## config.mk

```make
export PLATFORM = sky130hd
export DESIGN_NAME = mem_arbiter
export DESIGN_NICKNAME = d
export VERILOG_FILES = /design/src/rtl/mem_arb_pkg.sv /design/src/rtl/arb_pick.sv /design/src/rtl/mem_arbiter.sv
export SDC_FILE = /design/constraint.sdc
export NUM_CORES = 1
export LEC_CHECK = 0
export ABC_AREA = 1
export BUFFER_PORTS_ARGS = -buffer_cell sky130_fd_sc_hd__buf_4
export CORE_AREA = 2 2 105 107
export DETAILED_ROUTE_END_ITERATION = 16
export DIE_AREA = 0 0 107 109
export PLACE_DENSITY_LB_ADDON = 0.1
export SYNTH_ARGS = -nofsm -noshare
export SYNTH_HDL_FRONTEND = slang
export SYNTH_SLANG_ARGS = --single-unit
```

## constraint.sdc

```tcl
create_clock -name clk -period 1.1 [get_ports clk]
set_clock_uncertainty 0.05 [all_clocks]
set_input_delay 0.055 -clock clk [delete_from_list [all_inputs] [get_ports clk]]
set_output_delay 0.055 -clock clk [all_outputs]
set_load 0.01 [all_outputs]
```

## src/rtl/mem_arb_pkg.sv

```systemverilog
// mem_arb_pkg: shared definitions for the memory arbiter.
//   - DW       : data/address width (32)
//   - state_e  : arbiter FSM state, 2-bit (IDLE, ACCESS, RESP)
//   - owner_e  : port encoding for the current/last owner (OWN_CPU=0, OWN_DMA=1)
package mem_arb_pkg;

  localparam int unsigned DW = 32;

  typedef enum logic [1:0] {
    IDLE   = 2'd0,
    ACCESS = 2'd1,
    RESP   = 2'd2
  } state_e;

  typedef enum logic {
    OWN_CPU = 1'b0,
    OWN_DMA = 1'b1
  } owner_e;

endpackage

```

## src/rtl/arb_pick.sv

```systemverilog
// arb_pick: combinational owner selection for mem_arbiter.
// Ports:
//   c_req    in   CPU request
//   d_req    in   DMA/loader request
//   last_gnt in   owner of the previous access
//   owner    out  selected owner (meaningful only when a request is present)
// Build option: MEMARB_RR_EN defined -> round-robin on contention
// (the port that did not win last time wins); undefined -> CPU always
// wins on contention and last_gnt is ignored.
module arb_pick
  import mem_arb_pkg::*;
(
  input  logic   c_req,
  input  logic   d_req,
  input  owner_e last_gnt,
  output owner_e owner
);

`ifndef MEMARB_RR_EN
  // last_gnt is kept on the interface so both builds share one port list.
  logic unused_last_gnt;
  assign unused_last_gnt = last_gnt;
`endif

  always_comb begin
    owner = OWN_CPU;
    if (c_req && d_req) begin
`ifdef MEMARB_RR_EN
      owner = (last_gnt == OWN_CPU) ? OWN_DMA : OWN_CPU;
`else
      owner = OWN_CPU;
`endif
    end else if (d_req) begin
      owner = OWN_DMA;
    end
  end

endmodule

```

## src/rtl/mem_arbiter.sv

```systemverilog
// mem_arbiter: two-port (CPU, DMA/loader) arbiter in front of a shared
// single-port synchronous memory.
// Ports:
//   clk, reset (async, active-low)
//   c_req/c_we/c_adr/c_wdata in, c_ack out   CPU port
//   d_req/d_we/d_adr/d_wdata in, d_ack out   DMA/loader port
//   rdata out                                read data, valid with an ack
//   m_en/m_we/m_adr/m_wdata out, m_rdata in  memory port (m_rdata one cycle
//                                            after m_en)
//   busy out                                 high whenever state != IDLE
//   dbg_state_o, dbg_last_gnt_o out          FSM state / last grant
// Build option: MEMARB_RR_EN selects round-robin contention handling
// (see arb_pick); the default build gives the CPU fixed priority.
//
// Handshake: a requester raises req with we/adr/wdata and holds them stable
// until its ack; ack is a single-cycle pulse two cycles after req is
// sampled in IDLE, and req must be low in the cycle after ack. Once an
// access starts it always completes with an ack (a dropped req does not
// abort it); only reset aborts it, silently.
module mem_arbiter
  import mem_arb_pkg::*;
(
  input  logic          clk,
  input  logic          reset,
  input  logic          c_req,
  input  logic          c_we,
  input  logic [DW-1:0] c_adr,
  input  logic [DW-1:0] c_wdata,
  output logic          c_ack,
  input  logic          d_req,
  input  logic          d_we,
  input  logic [DW-1:0] d_adr,
  input  logic [DW-1:0] d_wdata,
  output logic          d_ack,
  output logic [DW-1:0] rdata,
  output logic          m_en,
  output logic          m_we,
  output logic [DW-1:0] m_adr,
  output logic [DW-1:0] m_wdata,
  input  logic [DW-1:0] m_rdata,
  output logic          busy,
  output logic [1:0]    dbg_state_o,
  output logic          dbg_last_gnt_o
);

  state_e state_q;
  owner_e owner_q;
  owner_e last_gnt_q;
  owner_e pick;
  logic   m_en_q;
  logic   m_we_q;
  logic   c_ack_q;
  logic   d_ack_q;
  logic   busy_q;

  arb_pick u_arb_pick (
    .c_req    (c_req),
    .d_req    (d_req),
    .last_gnt (last_gnt_q),
    .owner    (pick)
  );

  // All strobes are registered: they are set on the transition into the
  // state in which they must be visible.
  always_ff @(posedge clk or negedge reset) begin
    if (!reset) begin
      state_q    <= IDLE;
      owner_q    <= OWN_CPU;
      last_gnt_q <= OWN_DMA;
      m_en_q     <= 1'b0;
      m_we_q     <= 1'b0;
      c_ack_q    <= 1'b0;
      d_ack_q    <= 1'b0;
      busy_q     <= 1'b0;
    end else begin
      case (state_q)
        IDLE: begin
          if (c_req || d_req) begin
            owner_q    <= pick;
            last_gnt_q <= pick;
            state_q    <= ACCESS;
            m_en_q     <= 1'b1;
            m_we_q     <= (pick == OWN_DMA) ? d_we : c_we;
            busy_q     <= 1'b1;
          end
        end
        ACCESS: begin
          state_q <= RESP;
          m_en_q  <= 1'b0;
          m_we_q  <= 1'b0;
          c_ack_q <= (owner_q == OWN_CPU);
          d_ack_q <= (owner_q == OWN_DMA);
        end
        RESP: begin
          state_q <= IDLE;
          c_ack_q <= 1'b0;
          d_ack_q <= 1'b0;
          busy_q  <= 1'b0;
        end
        default: begin
          state_q <= IDLE;
          m_en_q  <= 1'b0;
          m_we_q  <= 1'b0;
          c_ack_q <= 1'b0;
          d_ack_q <= 1'b0;
          busy_q  <= 1'b0;
        end
      endcase
    end
  end

  // Address/data follow the owner mux in every state; the memory only
  // looks at them while m_en is high.
  assign m_adr          = (owner_q == OWN_DMA) ? d_adr   : c_adr;
  assign m_wdata        = (owner_q == OWN_DMA) ? d_wdata : c_wdata;
  assign m_en           = m_en_q;
  assign m_we           = m_we_q;
  assign c_ack          = c_ack_q;
  assign d_ack          = d_ack_q;
  assign busy           = busy_q;
  assign rdata          = m_rdata;
  assign dbg_state_o    = state_q;
  assign dbg_last_gnt_o = last_gnt_q;

endmodule

```

# Word-level counts from Yosys, hierarchy flattened
# Index checks and enable logic that the tools add are counted.
# word_totals
register_bits	9
inputBits	166
output_inout_bits	104
wordCells	34
# op_classes
n_eq_ne	3
mux	14
n_bitwise	3
reduce_logical	6
# op_table
cell	n
2-to-1 mux 32 bit	2
case mux 1 bit (2 select lines)	5
AND reduction 2 bit	3
2-to-1 mux 1 bit	5
case mux 2 bit (2 select lines)	1
inverter 1 bit	3
equality test 2 x 1 -> 1 bit (second input constant)	1
equality test 2 bit (second input constant)	1
logical NOT 2 bit	1
2-to-1 mux 2 bit	1
inequality test 2 bit (second input constant)	1
logical AND 1 bit	1
logical OR 1 bit	1

# Depth between registers and ports, before layout
# depth
depth_word	5
ltp_mapped	6
ltp_nobuf	6

# Hierarchy
# From an unflattened synthesis, not the netlist that was laid out.
# hier_totals
cells_unflattened	285
area_unflattened_um2	1430.1
# by_module_without_submodules
mod	instances	cells_each	area_per_inst_um2	seq_area_each_um2
mem_arbiter	1	283	1420.1	226.5
arb_pick	1	2	10.0	0.0

# Least setup slack after synthesis
# No wires, ideal clock.
# synth_path
kind	reg2out
start	register owner_q
end	output m_adr[11]
arrival_time_ns	0.871
required_time_ns	0.995
slack_ns	0.124
path_stages_with_launch	5
path_buffers	1
cell_sequence	dfrtp_1 -> inv_2 -> clkbuf_1 -> nand2_1 -> nand2_1
# synth_via
elab_chain_cells	1
# synth_lines
element	line	rtl
from (decl)	mem_arbiter.sv:47	owner_e owner_q;
from (signal assigned)	mem_arbiter.sv:79	owner_q <= pick;
2-to-1 mux 32 bit	mem_arbiter.sv:114	assign m_adr = (owner_q == OWN_DMA) ? d_adr : c_adr;
to (decl)	mem_arbiter.sv:38	output logic [DW-1:0] m_adr,
# No other way between the ends.

# Worst setup path in the final report
# layout_path
start	register owner_q
end	output m_wdata[28]
# layout_via
elab_chain_cells	1
# layout_lines
element	line	rtl
2-to-1 mux 32 bit	mem_arbiter.sv:115	assign m_wdata = (owner_q == OWN_DMA) ? d_wdata : c_wdata;
to (decl)	mem_arbiter.sv:39	output logic [DW-1:0] m_wdata,
# No other way between the ends.

==> results.md <==
* Max-Cap Viols at 0
* Final WL at 6750 um
* Die area at 0.0117 mm2
* Max Freq at 736 MHz
* IO buf count at 205
* RSZ-0062 raised after global routing: true
* Top cell type's share of synthesized area at 54.3%
* Ratio of cells with drive above 1 in the final layout at 52.4%
* Gr usage total at 10.0%
* CP endpoint kind: primary output
* Max-slew headroom at 79.4%
* Tightest Pin Transition at 307 ps
* Initial drt markers at 65
* Critical Path RT at 1000 ps
* Async SR Flop Fraction at 100%
* CTS buffer count at 3
* Post-synth EDFFs at 0
* Max rail drop VDD at 649 uV
* Final setup violation count at 64
* Grt total ovfl at 0
* NumNets Final at 625
* Leading area contributor after synthesis: nand2_1
* HPWL Detailed at 5200 um
* Slew Viols, Final at 0
* Area grow syn2layout at 130%
* Worst-case clock buffer depth at 2
* Status: complete, but fails checks
* Top post-synthesis cells by area: nand2_1, buf_4, dfrtp_1
* Period utilisation layout at 123%
* Final core occ at 30.4%
* Most used flip-flop cell after synthesis: dfrtp_1
* Syn nets at 443
* CTS Sinks at 9
* Vias per inst at 3.74
* DR vias at 2,239
* Row count at 38
* DRC errors left at 0
* Synth Register Bits at 9
* Routed Antenna Nets at 0
* # diodes at 0
* Placed Area at 0.00293 mm2
* Drt wl/cell at 11.3 um
* Drt first pass iters at 4
* Final WS setup at -258 ps
* Die width at 107 um
* Vias in the first global route at 1,985
* Power per Cell Area at 1910 mW/mm2
* Top Ports at 270
* Post-synthesis sequential area ratio at 16.1%
* Antenna violations before repair at 0
* First-pass GRT wire length at 9390 um
* Average size of a mapped cell at 5.06 um2
* Core Area at 0.0106 mm2
* Crit path max fanout at 9
* Synthesis Warnings at 0
* Failing checks: negative setup slack
* Post-synthesis cell type count at 13
* Tmin final at 1360 ps
* CTS tree: done
* Initial Util at 13.2%
* CTS clock-pin slew for the worst setup and hold paths at 40 ps
* Worst hold path type: input pin to flip-flop
* Syn Inst Count at 277
* RD Place Congestion at 0.720
* Startpoint types: flip-flop
* Area of the mapped netlist at 0.00140 mm2
* Final Cell Area at 0.00323 mm2
* Leak at 1.93 nW
* Worst skew pair latency at 230 ps
* Post-synth top cells: nand2_1, buf_4, dfrtp_1, buf_2, o21ai_0
* Count leader, synth: nand2_1
* DIE HEIGHT at 109 um
* Crit Path Category: flip-flop to primary output
* Final Hold Viols at 0
* Worst endpoint data arrival time at 1250 ps
* Pin count of the biggest net entering global routing at 19
* CTS root buf: clkbuf_8
* H-tree lvl count at 1
-- critical path: stages (launching register included) --
cell and delay (ps):
dfrtp_2 440, buf_6 170, clkbuf_16 160, nand2_1 60, nand2_1 50, buf_4 140
-- cell families after synthesis --
group,share of synthesized area (%)
and+or+nand+nor,56.2
AOI/OAI and AO/OA,2.50
buffers and inverters,25.2
DFF,16.1
-- where the power goes --
| group | leakage, nW | switching (W) | internal, W |
|---|---|---|---|
| sequential | 0.109 | 0.000109 | 0.000488 |
| clock | 0.0228 | 0.000125 | 0.000252 |
| combinational | 1.80 | 0.00241 | 0.00278 |
-- metal layers --
layer | share of wire (%) | GRT usage, %
met5 | 0 | 0
met3 | 10 | 2.33
met1 | 35 | 10.6
met2 | 54 | 19.8
met4 | 1.2 | 2.50
-- sequential cells by signal, indices dropped and copies added (netlist names) --
register,count
dbg_state_o,2
d_ack,1
owner_q,1
m_en,1
m_we,1
dbg_last_gnt_o,1
busy,1
c_ack,1
-- path summary, 6_finish.rpt --
| path | startpoint | to | slack (ps) | cells past startpoint |
|---|---|---|---|---|
| setup / recovery | owner_q$_DFFE_PN0P_ | m_wdata[28] | -260 | 5 |
| hold / removal | d_req | dbg_last_gnt_o$_DFFE_PN1P_ | 60 | 3 |
| setup reg to reg | owner_q$_DFFE_PN0P_ | owner_q$_DFFE_PN0P_ | 60 | 3 |
| hold reg to reg | dbg_last_gnt_o$_DFFE_PN1P_ | dbg_last_gnt_o$_DFFE_PN1P_ | 430 | 2 |
| max in group asynchronous | reset | dbg_last_gnt_o$_DFFE_PN1P_ | 660 | 2 |
| min in group asynchronous | reset | m_we$_DFFE_PN0P_ | 130 | 2 |
-- what timing repair did --
item	CTS	global route
hold buffers	1	0
pin swaps	1	0
endpoints found under the setup margin	64	67
cloned	2	2
gates resized for setup	36	4
hold endpoints to repair	9	0
setup buffers	0	2
-- layout make-up --
type,count,area (um2)
timing repair buffer,223,1900
multi-input combinational,216,856
clock buffer,4,45.0
fill,1179,7370
sequential,9,228
tap,140,175
inverter,6,27.5
-- metrics by stage --
step                worst slack [ps]  total power [W]  hold slack, ps  instances  setup TNS (ps)
CTS                             -258          0.00606            52.4        594          -14970
finish                          -258          0.00616            57.4        598          -13960
global route                    -322          0.00676            60.0        598          -18780
detailed placement             -12.8          0.00511            -165        587           -34.4
floorplan                        124          0.00273            -291        277               0
global placement               -1.07          0.00512            -160        587           -1.07
-- cells in the final DEF, fill, tap and decap left out --
cell and instances:
a21oi_1 1, buf_12 5, buf_16 2, buf_4 192
buf_6 20, buf_8 1, clkbuf_1 1, clkbuf_16 2
clkbuf_8 3, dfrtp_1 7, dfrtp_2 1, dfstp_2 1
dlygate4sd3_1 1, inv_1 4, inv_2 1, inv_6 1
nand2_1 193, nand2_2 10, nand3_1 3, nor2_1 2
nor2_4 1, o21ai_0 5, o21ai_1 1
No activity file was read; power rests on OpenSTA's default activity.
